===== src/rtl/reg_writeback_ctrl.sv =====
// reg_writeback_ctrl: WB-stage RegisterFile write port with long-latency FIFO.
// Define WB_PENDING_MASK_EN to build the pending-write mask.
module reg_writeback_ctrl #(
  parameter int DEPTH = 4,
  parameter int XLEN  = 64
) (
  input  logic            clk,
  input  logic            rst,
  input  logic            wb_valid,
  input  logic [4:0]      wb_rd,
  input  logic [XLEN-1:0] wb_data,
  input  logic            lu_valid,
  input  logic [4:0]      lu_rd,
  input  logic [XLEN-1:0] lu_data,
  output logic            lu_ready,
  output logic [4:0]      WriteRegister,
  output logic [XLEN-1:0] WriteData,
  output logic            WriteEnable,
  output logic [31:0]     pending_mask
);
  localparam int PW = $clog2(DEPTH);
  localparam int CW = PW + 1;

  logic [PW-1:0]    rdPtr, wrPtr;
  logic [CW-1:0]    count;
  logic [4:0]       entRd [DEPTH];
  logic [XLEN-1:0]  entData [DEPTH];
  logic [DEPTH-1:0] entVld, entKill;
  logic [DEPTH-1:0] vldNext, killNext;
  logic             readyEn;
  logic             wbWr, luXfer, luDrop;
  logic             fifoEmpty, headKilled;
  logic             pop, push, bypass, headIssue;
  logic             selV;
  logic [4:0]       selRd;
  logic [XLEN-1:0]  selData;

  assign lu_ready = readyEn && (count < CW'(DEPTH));

  // Pick one write: pipe, then live head, then bypass
  always_comb begin
    wbWr = wb_valid && (wb_rd != 5'd0);
    luXfer = lu_valid && lu_ready;
    luDrop = luXfer && ((lu_rd == 5'd0) ||
             (wbWr && (lu_rd == wb_rd)));
    fifoEmpty = (count == '0);
    headKilled = entKill[rdPtr] ||
                 (wbWr && (entRd[rdPtr] == wb_rd));
    pop = !fifoEmpty && (headKilled || !wbWr);
    headIssue = !fifoEmpty && !wbWr && !headKilled;
    bypass = fifoEmpty && !wbWr && luXfer && !luDrop;
    push = luXfer && !luDrop && !bypass;
    selV = 1'b0;
    selRd = wb_rd;
    selData = wb_data;
    if (wbWr) begin
      selV = 1'b1;
    end else if (headIssue) begin
      selV = 1'b1;
      selRd = entRd[rdPtr];
      selData = entData[rdPtr];
    end else if (bypass) begin
      selV = 1'b1;
      selRd = lu_rd;
      selData = lu_data;
    end
  end

  // Entry valid/kill flags as they will be after this edge
  always_comb begin
    vldNext = entVld;
    killNext = entKill;
    for (int i = 0; i < DEPTH; i++) begin
      if (entVld[i] && wbWr && (entRd[i] == wb_rd))
        killNext[i] = 1'b1;
    end
    if (pop)
      vldNext[rdPtr] = 1'b0;
    if (push) begin
      vldNext[wrPtr] = 1'b1;
      killNext[wrPtr] = 1'b0;
    end
  end

  // Pointers, occupancy and entry flags
  always_ff @(posedge clk or negedge rst) begin
    if (!rst) begin
      readyEn <= 1'b0;
      rdPtr <= '0;
      wrPtr <= '0;
      count <= '0;
      entVld <= '0;
      entKill <= '0;
    end else begin
      readyEn <= 1'b1;
      entVld <= vldNext;
      entKill <= killNext;
      if (pop)
        rdPtr <= rdPtr + PW'(1);
      if (push)
        wrPtr <= wrPtr + PW'(1);
      if (push && !pop)
        count <= count + CW'(1);
      else if (pop && !push)
        count <= count - CW'(1);
    end
  end

  // Entry payload; validity is tracked separately
  always_ff @(posedge clk) begin
    if (push) begin
      entRd[wrPtr] <= lu_rd;
      entData[wrPtr] <= lu_data;
    end
  end

  // Registered write port; address/data hold when idle
  always_ff @(posedge clk or negedge rst) begin
    if (!rst) begin
      WriteEnable <= 1'b0;
      WriteRegister <= '0;
      WriteData <= '0;
    end else begin
      WriteEnable <= selV;
      if (selV) begin
        WriteRegister <= selRd;
        WriteData <= selData;
      end
    end
  end

`ifdef WB_PENDING_MASK_EN
  logic [31:0] maskNext;

  // Live buffered destinations after this edge
  always_comb begin
    maskNext = '0;
    for (int i = 0; i < DEPTH; i++) begin
      if (vldNext[i] && !killNext[i]) begin
        if (push && (wrPtr == PW'(i)))
          maskNext[lu_rd] = 1'b1;
        else
          maskNext[entRd[i]] = 1'b1;
      end
    end
  end

  // Pending mask register
  always_ff @(posedge clk or negedge rst) begin
    if (!rst)
      pending_mask <= '0;
    else
      pending_mask <= maskNext;
  end
`else
  assign pending_mask = '0;
`endif

endmodule


===== config.mk =====
export PLATFORM = sky130hd
export DESIGN_NAME = reg_writeback_ctrl
export DESIGN_NICKNAME = d
export VERILOG_FILES = /design/src/rtl/reg_writeback_ctrl.sv
export SDC_FILE = /design/constraint.sdc
export NUM_CORES = 1
export LEC_CHECK = 0
export ABC_AREA = 1
export ABC_CLOCK_PERIOD_IN_PS = 6400
export CORE_AREA = 2 2 234 236
export CTS_CLUSTER_SIZE = 16
export DETAILED_ROUTE_END_ITERATION = 12
export DIE_AREA = 0 0 236 238
export HOLD_SLACK_MARGIN = 0.02
export SETUP_SLACK_MARGIN = 0.02
export SLEW_MARGIN = 20
export SYNTH_ARGS = -nofsm -noshare
export SYNTH_HDL_FRONTEND = slang
export SYNTH_SLANG_ARGS = --single-unit

===== constraint.sdc =====
create_clock -name clk -period 6.4 [get_ports clk]
set_input_delay 1.28 -clock clk [delete_from_list [all_inputs] [get_ports clk]]
set_output_delay 1.28 -clock clk [all_outputs]
set_load 0.05 [all_outputs]

* Word level (Yosys, flattened, before mapping)
Memory sizes are Yosys's and may differ from the RTL's.
Index checks and enable logic that the tools add are counted.
** Word-level totals
- Memories kept :: 2
- Word-level logic and storage cells :: 97
- Input bits :: 142
- RAM bits :: 276
- Output and inout port bits :: 103
- Flip-flop bits (word level) :: 86
** Memory list
- entData :: words 4, bits a word 64, rd ports 1, clocked after memory_dff 0, wr ports 1, RTL line 27 : logic [XLEN-1:0] entData [DEPTH];
- entRd :: words 4, bits a word 5, rd ports 5, clocked after memory_dff 0, wr ports 1, RTL line 26 : logic [4:0] entRd [DEPTH];
** Cells by class
- Bitwise logic cells :: 5
- Order comparisons :: 5
- Equality and inequality tests :: 6
- Add/sub/neg operators :: 4
- Muxes and demuxes :: 26
- Reduce and logical (&&, ||, !) cells :: 40
** Operators by type and width (number)
- $mux 64 :: 3
- $eq 5x5->1 :: 6
- $logic_and 1x1->1 :: 26
- $mux 5 :: 3
- $mux 1 :: 12
- $mux 4 :: 3
- $and 4x4->4 :: 2
- $not 4->4 :: 2
- $logic_not 1->1 :: 7
- $lt 2x3->1 const B :: 2
- $mux 3 :: 2
- $logic_not 5->1 :: 1
- $reduce_bool 5->1 :: 1
- $add 2x1->2 const B :: 2
- $demux 1 s2 :: 2
- $ge 2x1->1 const B :: 2
- $or 4x4->4 :: 1
- $add 3x1->3 const B :: 1
- $logic_not 3->1 :: 1
- $logic_or 1x1->1 :: 3
- $lt 3x3->1 const B :: 1
- $sub 3x1->3 const B :: 1
- $bmux 1 s2 :: 1
- $reduce_bool 2->1 :: 1

* Logic depth before layout (Yosys ltp)
Gate-level depths: netlist of the first run.
- Word-level depth :: 13
- Mapped depth :: 18
- Mapped depth without buffers :: 17

* Least setup slack after synthesis of the first run
Ideal clock, no wire load.
- Kind :: input port to flip-flop
- From :: input port wb_rd[2]
- To :: memory entData[0][0], enable pin
- Arrival :: 3677 ps
- Path buffers :: 1
- Cell stages on the path :: 11
- Path slack :: 2299 ps
- Path through :: buf_4 -> nor2_1 -> nand3_1 -> nand2_2 -> inv_4 -> nand3_2 -> nand4_1 -> nand2_1 -> inv_1 -> nand2_1 -> inv_1
** On the way
- Word-level cells in the longest chain between the ends :: 11
** Ends and longest elaborated chain
- start, declared :: RTL line 10 : input logic [4:0] wb_rd,
- $reduce_bool 5->1 :: RTL line 42 : wbWr = wb_valid && (wb_rd != 5'd0);
- $logic_and 1x1->1 :: RTL line 42
- $logic_and 1x1->1 :: RTL line 45 : (wbWr && (lu_rd == wb_rd)));
- $logic_or 1x1->1 :: RTL line 44 : luDrop = luXfer && ((lu_rd == 5'd0) ||
- $logic_and 1x1->1 :: RTL line 44
- $logic_not 1->1 :: RTL line 51, 52
- $logic_and 1x1->1 :: RTL line 51 : bypass = fifoEmpty && !wbWr && luXfer && !luDrop;
- $logic_not 1->1 :: RTL line 52 : push = luXfer && !luDrop && !bypass;
- $logic_and 1x1->1 (*) :: RTL line 52
- $mux 1 (*) :: RTL line 111 : if (push) begin
- $mux 1 (not written as such) (*) :: RTL line 113 : entData[wrPtr] <= lu_data;
- end, declared :: RTL line 27
Every way passes the cells marked *; elsewhere a longest branch is shown, timed or not.

* Final worst setup path of the first run
- From :: input port wb_rd[0]
- To :: memory entData[1][46], enable pin
The elaborated chain is that of the path after synthesis.

==> metrics.txt, run 1 <==
run status complete, no violations; Sequential Power Share 0.361; final setup vio count 0; routed length per instance roughly 19 um; CTS tree done; Hold Vio Cnt, Final 0; row cnt between 80 and 90; RSZ-0062 raised after global routing false; Levels on crit path 13; fin crit share 0.612; Reg2Reg Depth 14; # Max-Cap Violations 0; sequential share of the synthesized area 0.657; Resized cells post-CTS 0; non-filler cells, final about 2,400; worst skew pair latency 550 ps; WL final 45.3 mm; Clock transition at path regs 60 ps; Leak 7.37 nW; Crit Path Class in -> reg; Placed Cells 2,318; crit-path max cell delay 780 ps; highest clock rate 256 MHz; Clock power frac 0.246; Power Total 0.00904 W; Crit Path Max Fanout 29; io pins 245; fillers approximately 5,300; Post-synth top flop edfxtp_1; slowest CP cell clkdlybuf4s50_1; CP cell instances clkdlybuf4s50_1, nor2_1, nand3_1, nand2_2, inv_4, nand3_2, nand2_2, nor2_2, nand2_1, inv_1, nand2_1, clkinv_2, buf_4; clk_skew 13.8 ps; synth unique cells 35; FFs w/ async S/R, synth 0.238; Initial DRT Pass Iterations 6; Synth Cell Area 15,900 sq um; die area 56,200 sq um; first-pass GRT wire length 69.8 mm; Startpoint Class primary input; Tightest Hold Check Type reg -> reg; setup tns final 0 ps; P_sw 0.00372 W; overall routing resource usage 0.160; Hold Buf Count CTS 0; hold path cells 2; Int Power 0.00532 W; CP delay by family, top buffers and inverters; Starting Density 0.297; die width ~240 um; First DRT Iteration DRCs 872; # DRC 0; DP Worst Slack roughly 1900 ps; Clock Sink Count between 300 and 400; switching share of total power 0.412; Port Buffer Count 212; Buf/Inv on CP 5; largest net degree at the start of global routing 115; DR vias 11,700; post-route worst setup slack 2490 ps; Syn. warnings 0; Core Region 53,500 sq um; Post-synth EDFFs 276; synth-to-layout area growth 24.3%; P per Cell Area 457 nW/um^2; half-perimeter wire length after placement 27.6 mm; postcts setup bufs 0; RD Place Congestion 0.815; Worst Path Required 6660 ps; Die H 238 um; worst-margin pin slew 971 ps; synthesized area per cell approximately 11 sq um; Post-Syn Instances 1,491; Slew Limit Fails 0; min Tclk post-route 3910 ps; maximum clock path buffer count 3; Slew headroom 0.353; grt total ovfl 0; nets approximately 1,800; Worst VDD drop 0.000239 V; Yosys reg bits 362; vias in the first global route roughly 12,000; Worst EP arrival 4180 ps; initial antenna violation count 3; Root Buffer clkbuf_16; layout cells sized above 1 0.0607; H-tree lvl count 2; Setup crit end kind flop; Fin Hold WS 477 ps; TritonCTS Buffers 41; post-route ant nets 0; combinational power share 0.394; Via density 4.89
==> final timing paths <==
kind                                  start  slack, ps          endpoint
max                                wb_rd[0]       2490    entData[1][46]
max in group asynchronous               rst       4430          rdPtr[0]
min reg2reg                WriteRegister[0]        480  WriteRegister[0]
min in group asynchronous               rst        710      WriteData[9]
min                        WriteRegister[0]        480  WriteRegister[0]
max reg2reg                        rdPtr[0]       2750          count[1]
==> area by class of cell <==
class	count	area (sq um)	share of cell area
Antenna cell	1	2.50	0.000127
Clock buffer	56	1120	0.0568
Clock inverter	19	143	0.00722
Inverter	27	114	0.00576
Multi-Input combinational cell	1003	4790	0.242
Sequential cell	362	10400	0.529
Tap cell	696	871	0.0441
Timing Repair Buffer	230	2270	0.115
==> logic make-up after synthesis <==
family	Yosys count	share of synthesized area
AO/OA/AOI/OAI	216	0.0812
multiplexers	1	0.000708
AND/OR/NAND/NOR	728	0.194
XOR/XNOR	15	0.00827
other	2	0.000473
buffers and inverters	157	0.0505
adder cells (fa/ha/maj)	10	0.00834
flip-flops	362	0.657
==> through the flow <==
step / cell area (sq um) / utilization
CTS: 19700 / 0.369
finish: 19800 / 0.369
global placement: 18500 / 0.345
floorplan: 16000 / -
detailed placement: 18500 / 0.345
global route: 19800 / 0.369
==> power by group through the flow <==
stage | Sequential, W | Clock [W] | Combinational [W]
2_1_floorplan | 0.00397 | 0 | 0.00170
3_3_place_gp | 0.00330 | 0 | 0.00356
3_5_place_dp | 0.00330 | 0 | 0.00359
4_1_cts | 0.00326 | 0.00228 | 0.00360
5_1_grt | 0.00330 | 0.00237 | 0.00390
6_report | 0.00326 | 0.00222 | 0.00356
==> placed cells by master, fill, tap and decap left out, types with 4 or more instances in the layout <==
cell type and count:
conb_1 33, dfrtp_1 85, clkbuf_8 4, a211oi_1 4, clkinvlp_4 6, nand3_1 228
clkbuf_16 41, o21ai_0 133, inv_1 16, o22ai_1 4, a41oi_1 4, ha_1 9
xor2_1 8, xnor2_1 7, clkdlybuf4s50_1 211, nor2_1 211, nand2_1 274, buf_4 17
clkinv_2 10, clkbuf_1 11, inv_2 4, a221oi_1 4, o211ai_1 64, edfxtp_1 276
==> sequential cells by signal, indices dropped and copies added (netlist names) <==
name and count:
entKill 4, entRd 20, wrPtr 2, rdPtr 2
entVld 4, readyEn 1, WriteData 64, WriteEnable 1
count 3, entData 256, WriteRegister 5
==> Yosys cell counts (7+ instances only) <==
library cell,count,area share
xor2_1,8,0.0044
edfxtp_1,276,0.52
ha_1,9,0.0071
o21ai_0,133,0.042
inv_1,20,0.0047
clkbuf_1,44,0.010
o211ai_1,64,0.030
xnor2_1,7,0.0039
nor2_1,211,0.050
buf_1,7,0.0017
buf_2,39,0.012
dfrtp_1,86,0.14
nand2_1,274,0.065
buf_4,37,0.017
nand3_1,228,0.072
==> routing by layer <==
metal  track usage  share of wire  vias up
li1              -              -     5510
met1         0.214           0.45     5758
met2         0.267           0.48      373
met3        0.0295          0.055       62
met4        0.0454          0.019        4
met5             0        0.00053        -
==> worst register-to-register path: stages, from the launching register on <==
cell and delay [ps]:
dfrtp_4 760, inv_4 660, nand2_1 120, nand3_1 130, nand2_1 80, nand2_1 60
nand2_1 70, nor2_1 180, nand3_1 120, nand3_1 220, nand2_1 140, ha_1 200
inv_1 100, fa_1 430, mux2_2 270
(Power assumes the default switching activity.)
==> inputs of run 2 (changes only) <==
Settings changed: ABC_CLOCK_PERIOD_IN_PS 6400 to 3630.
Clock period 6.4 ns to 3.63 ns, I/O delays scaled along.
==> run 2 against run 1 <==
- clock skew is essentially flat
- count of clock-buffer cells in the layout shrank 3
- critical path depth grew 1
- largest cell class unchanged
- highest routed layer unchanged
- non-clock buffer count grew 20
- first-iteration DRC count grew 1.5%
- largest power group unchanged
- utilization grew 0.70 points
- critical endpoint is now count[1]
- global-route usage is essentially flat
==> metrics.txt, run 2 (synthesis gave the netlist of run 1 again) <==
CP delay by family, top simple AND/OR/NAND/NOR gates; half-perimeter wire length after placement 27.9 mm; synth-to-layout area growth 26.6%; Hold Buf Count CTS 0; Resized cells post-CTS 0; io pins 245; Tightest Hold Check Type in -> async; fillers 5,153; first-pass GRT wire length 69.4 mm; largest net degree at the start of global routing 100; grt total ovfl 0; vias in the first global route roughly 12,000; # DRC 0; postcts setup bufs 0; TritonCTS Buffers 40; Starting Density 0.297; P per Cell Area 809 nW/um^2; WL final around 45 mm; overall routing resource usage 0.160; commonest non-fill, non-tap cell in the layout edfxtp_1; fin crit share 0.847; RSZ-0062 raised after global routing false; worst skew pair latency 550 ps; Reg2Reg Depth 14; Worst Path Required roughly 4100 ps; Levels on crit path 14; Slew headroom 0.330; Clock transition at path regs 60 ps; commonest cells after routing, fill and taps aside edfxtp_1, nand2_1, nand3_1, nor2_1, clkdlybuf4s50_1; Core Region roughly 53,000 sq um; Worst VDD drop 0.000398 V; min Tclk post-route 3070 ps; Largest regs entData: 256 flops, WriteData: 64 flops, entRd: 20 flops; Worst EP arrival 3510 ps; Util after Layout 0.376; Crit Path Class reg -> reg; routed length per instance approximately 19 um; Initial DRT Pass Iterations 5; Port Buffer Count 212; Crit Path Max Fanout 45; slowest CP cell dfrtp_4; Via density 4.89; post-route ant nets 0; CP cell instances inv_4, nand2_1, nand3_1, nand2_1, nand2_1, nand2_1, nor2_1, nand3_1, nand3_1, nand2_1, ha_1, inv_1, fa_1, mux2_2; row cnt between 80 and 90; die area roughly 56,000 sq um; run status complete, no violations; setup tns final 0 ps; Hold Vio Cnt, Final 0; Buf/Inv on CP 2; Setup crit end kind flop; final setup vio count 0; CTS tree done; max reg flops 256; design area 20,100 sq um; H-tree lvl count 2; highest clock rate 325 MHz; CP most frequent cell nand2_1; nets roughly 1,800; initial antenna violation count 2; Startpoint Class flop; Die H 238 um; DR vias 11,800; Clock Sink Count 362; crit-path max cell delay 590 ps; Largest Register entData; die width 236 um; Slew Limit Fails 0; RD Place Congestion 0.846; worst-margin pin slew 1010 ps; Fin Hold WS 177 ps; placed cell area around 19,000 sq um; maximum clock path buffer count 3; # Max-Cap Violations 0; clk_skew between 10 and 15 ps; Root Buffer clkbuf_16; Leak about 7.5 nW; layout cells sized above 1 0.0723; First DRT Iteration DRCs 885
## run 2: cell types whose count changed in the layout (fill, tap and decap cells not counted), sizes merged
cell / change
bufinv: +4
clkinvlp: +1
clkbuf: -3
buf: +20
diode: +1
clkinv: -5
inv: +1
## run 2: where the power goes
group          leakage (nW)  internal, W  switching, W
combinational          3.35      0.00201       0.00448
sequential             3.52      0.00521      0.000426
clock                 0.653      0.00250       0.00166
## run 2: stage by stage
stage          power, W  setup WS, ps  std cells
2_1_floorplan   0.00998           158       1522
3_3_place_gp     0.0122           240       2338
5_1_grt          0.0172           361       2412
4_1_cts          0.0165           580       2411
3_5_place_dp     0.0123           229       2338
6_report         0.0163           556       2413
## run 2: final timing paths
check                                       from          endpoint  slack, ps
worst max register to register          rdPtr[0]          count[1]        560
max in group asynchronous                    rst          rdPtr[0]       2700
worst max-delay path                    rdPtr[0]          count[1]        560
worst min-delay path                         rst     WriteData[11]        180
worst min register to register  WriteRegister[2]  WriteRegister[2]        480
min in group clk                WriteRegister[2]  WriteRegister[2]        480
## run 2: area by class of cell
cell class | count | area [sq um] | share of cell area
Sequential cell | 362 | 10400 | 0.519
Multi-Input combinational cell | 1003 | 4790 | 0.238
Timing Repair Buffer | 250 | 2550 | 0.127
Clock buffer | 53 | 1100 | 0.0547
Tap cell | 696 | 871 | 0.0433
Clock inverter | 20 | 241 | 0.0120
Inverter | 27 | 124 | 0.00615
Antenna cell | 2 | 5.00 | 0.000249
## run 2: layer usage
metal	share of wire	track usage	wire (um)
met3	0.066	0.0362	2980
met5	0.00024	0	11
met2	0.48	0.268	21700
met4	0.018	0.0438	792
met1	0.44	0.208	19700
==> inputs of run 3 (changes only) <==
Settings changed: ABC_CLOCK_PERIOD_IN_PS 3630 to 2750.
Clock period 3.63 ns to 2.75 ns, I/O delays scaled along.
==> run 3 against run 2 <==
- setup slack worse by 340 ps
- global-route usage grew 0.97 points
- cell area increased by 2.2%
- sequential cell count unchanged
- first-iteration DRC count up 2.9%
- final cell count grew 1.7%
- clock power rose by 30%
- count of clock-buffer cells in the layout rose by 2
- combinational power rose by 38%
- sequential power rose by 31%
- largest cell class unchanged
==> metrics.txt, run 3 (synthesis gave the netlist of run 1 again) <==
run status complete, no violations; largest net degree at the start of global routing 87; half-perimeter wire length after placement between 30 and 40 mm; Crit Path Class reg -> reg; Sequential Power Share 0.340; crit path from rdPtr[1]; Clock power frac 0.248; commonest cells after routing, fill and taps aside edfxtp_1, nand2_1, nand3_1, clkdlybuf4s50_1, nor2_1; fin crit share 0.923; Starting Density 0.297; First DRT Iteration DRCs 911; io pins 245; Clock Sink Count 362; hold path endpoint WriteRegister[4]; max reg flops 256; die area 56,200 sq um; first-pass GRT wire length between 70 and 80 mm; row cnt 85; Slew Limit Fails 0; nets 1,873; Int Power 0.0129 W; WL final 47.7 mm; P_sw 0.00889 W; DR vias 12,000; Port Buffer Count 212; post-route worst setup slack 212 ps; Worst VDD drop ~0.00066 V; CTS tree done; grt total ovfl 0; Worst EP arrival 2970 ps; layout cells sized above 1 0.0941; Placed Cells ~2,400; die width 236 um; placed cell area 19,200 sq um; synth-to-layout area growth 29.4%; worst reg-to-reg setup slack 210 ps; non-filler cells, final 2,453; Crit Path Max Fanout 8; Core Region 53,500 sq um; Fin Hold WS 478 ps; clk_skew 20.0 ps; worst skew pair latency 570 ps; Leak between 7 and 8 nW; min Tclk post-route ~2500 ps; hold path cells 2; Setup crit end kind flop; maximum clock path buffer count 3; vias in the first global route between 10,000 and 15,000; Largest regs entData: 256 flops, WriteData: 64 flops, entRd: 20 flops; Tightest Hold Check Type reg -> reg; final setup vio count 0; combinational power share 0.412; RSZ-0062 raised after global routing false; post-route ant nets 0; Via density 4.88; # Max-Cap Violations 0; Initial DRT Pass Iterations 5; routed length per instance a little under 20 um; # DRC 0; overall routing resource usage 0.169; Hold Vio Cnt, Final 0; commonest non-fill, non-tap cell in the layout edfxtp_1; P per Cell Area 1060 nW/um^2; design area 20,600 sq um; Largest Register entData; worst r2r dst count[1]; TritonCTS Buffers slightly above 40; initial antenna violation count 7; Startpoint Class flop; DP Worst Slack -233 ps; Die H 238 um; switching share of total power 0.409; RD Place Congestion between 0.8 and 0.9; Root Buffer clkbuf_16; hold wc startpoint WriteRegister[4]; Slew headroom 0.383; Worst Path Required ~3200 ps; worst r2r src rdPtr[1]; fillers 5,156; Reg2Reg Depth 13; H-tree lvl count 2; highest clock rate 394 MHz; Clock transition at path regs 60 ps; worst-margin pin slew 926 ps
==> run 3: cell types whose count changed in the layout (fill, tap and decap cells not counted), sizes merged <==
cell,change
dlygate4sd3,+1
diode,+2
bufinv,-3
inv,-1
clkinvlp,-1
clkinv,+5
buf,+35
clkbuf,+2
==> run 3: per-layer routing <==
layer	global-route usage	vias up	wire length, um
met4	0.0533	8	999
met5	0	-	50
li1	-	5646	-
met1	0.233	5848	21600
met3	0.0341	73	3000
met2	0.269	402	22000
==> run 3: metrics by stage <==
stage                     utilization  setup TNS (ps)  total power (W)
final                           0.384               0           0.0218
after global routing            0.384               0           0.0230
after CTS                       0.384               0           0.0220
after detailed placement        0.359          -24390           0.0165
after global placement          0.359          -20230           0.0164
after floorplan                     -          -67000           0.0132
==> run 3: power by group through the flow <==
stage	logic, W	clock network (W)	registers [W]
6_report	0.00898	0.00539	0.00740
5_1_grt	0.00975	0.00573	0.00751
4_1_cts	0.00904	0.00553	0.00742
3_3_place_gp	0.00893	0	0.00749
3_5_place_dp	0.00900	0	0.00751
2_1_floorplan	0.00397	0	0.00923
==> run 3: critical path, stage by stage (launching register included) <==
cell     delay, ps
dfrtp_1        580
inv_4          120
nand3_1        160
nand2_1        110
nand2_1         70
nand2_1         40
nor2_1          90
nand3_1        100
nand3_2        110
nand2_1         80
ha_1           180
inv_1           90
fa_1           410
mux2_2         270
==> run 3: layout make-up <==
class | instances | area (sq um) | share of cell area
clock inverters | 20 | 173 | 0.00840
multi-input cells | 1003 | 4810 | 0.234
repair buffers | 286 | 2980 | 0.145
clock buffers | 55 | 1150 | 0.0559
inverters | 27 | 128 | 0.00621
well taps | 696 | 871 | 0.0424
flip-flops and latches | 362 | 10400 | 0.508
diodes | 4 | 10.0 | 0.000487
==> run 3: how the worst max path moves through the flow <==
stage,to,slack [ps],cells after the start
final,count[1],210,13
after global routing,count[1],30,13
after CTS,count[1],130,14
after detailed placement,count[1],-230,14
after global placement,count[1],-190,14
after floorplan,entData[0][0],-240,11
==> run 3: what timing repair did <==
| action | in CTS | in global routing |
|---|---|---|
| hold buffers | 1 | 0 |
| setup buffers | 0 | 1 |
| endpoints found under the hold margin | 31 | 0 |
| endpoints found under the setup margin | 0 | 2 |
| resized for setup | 0 | 2 |
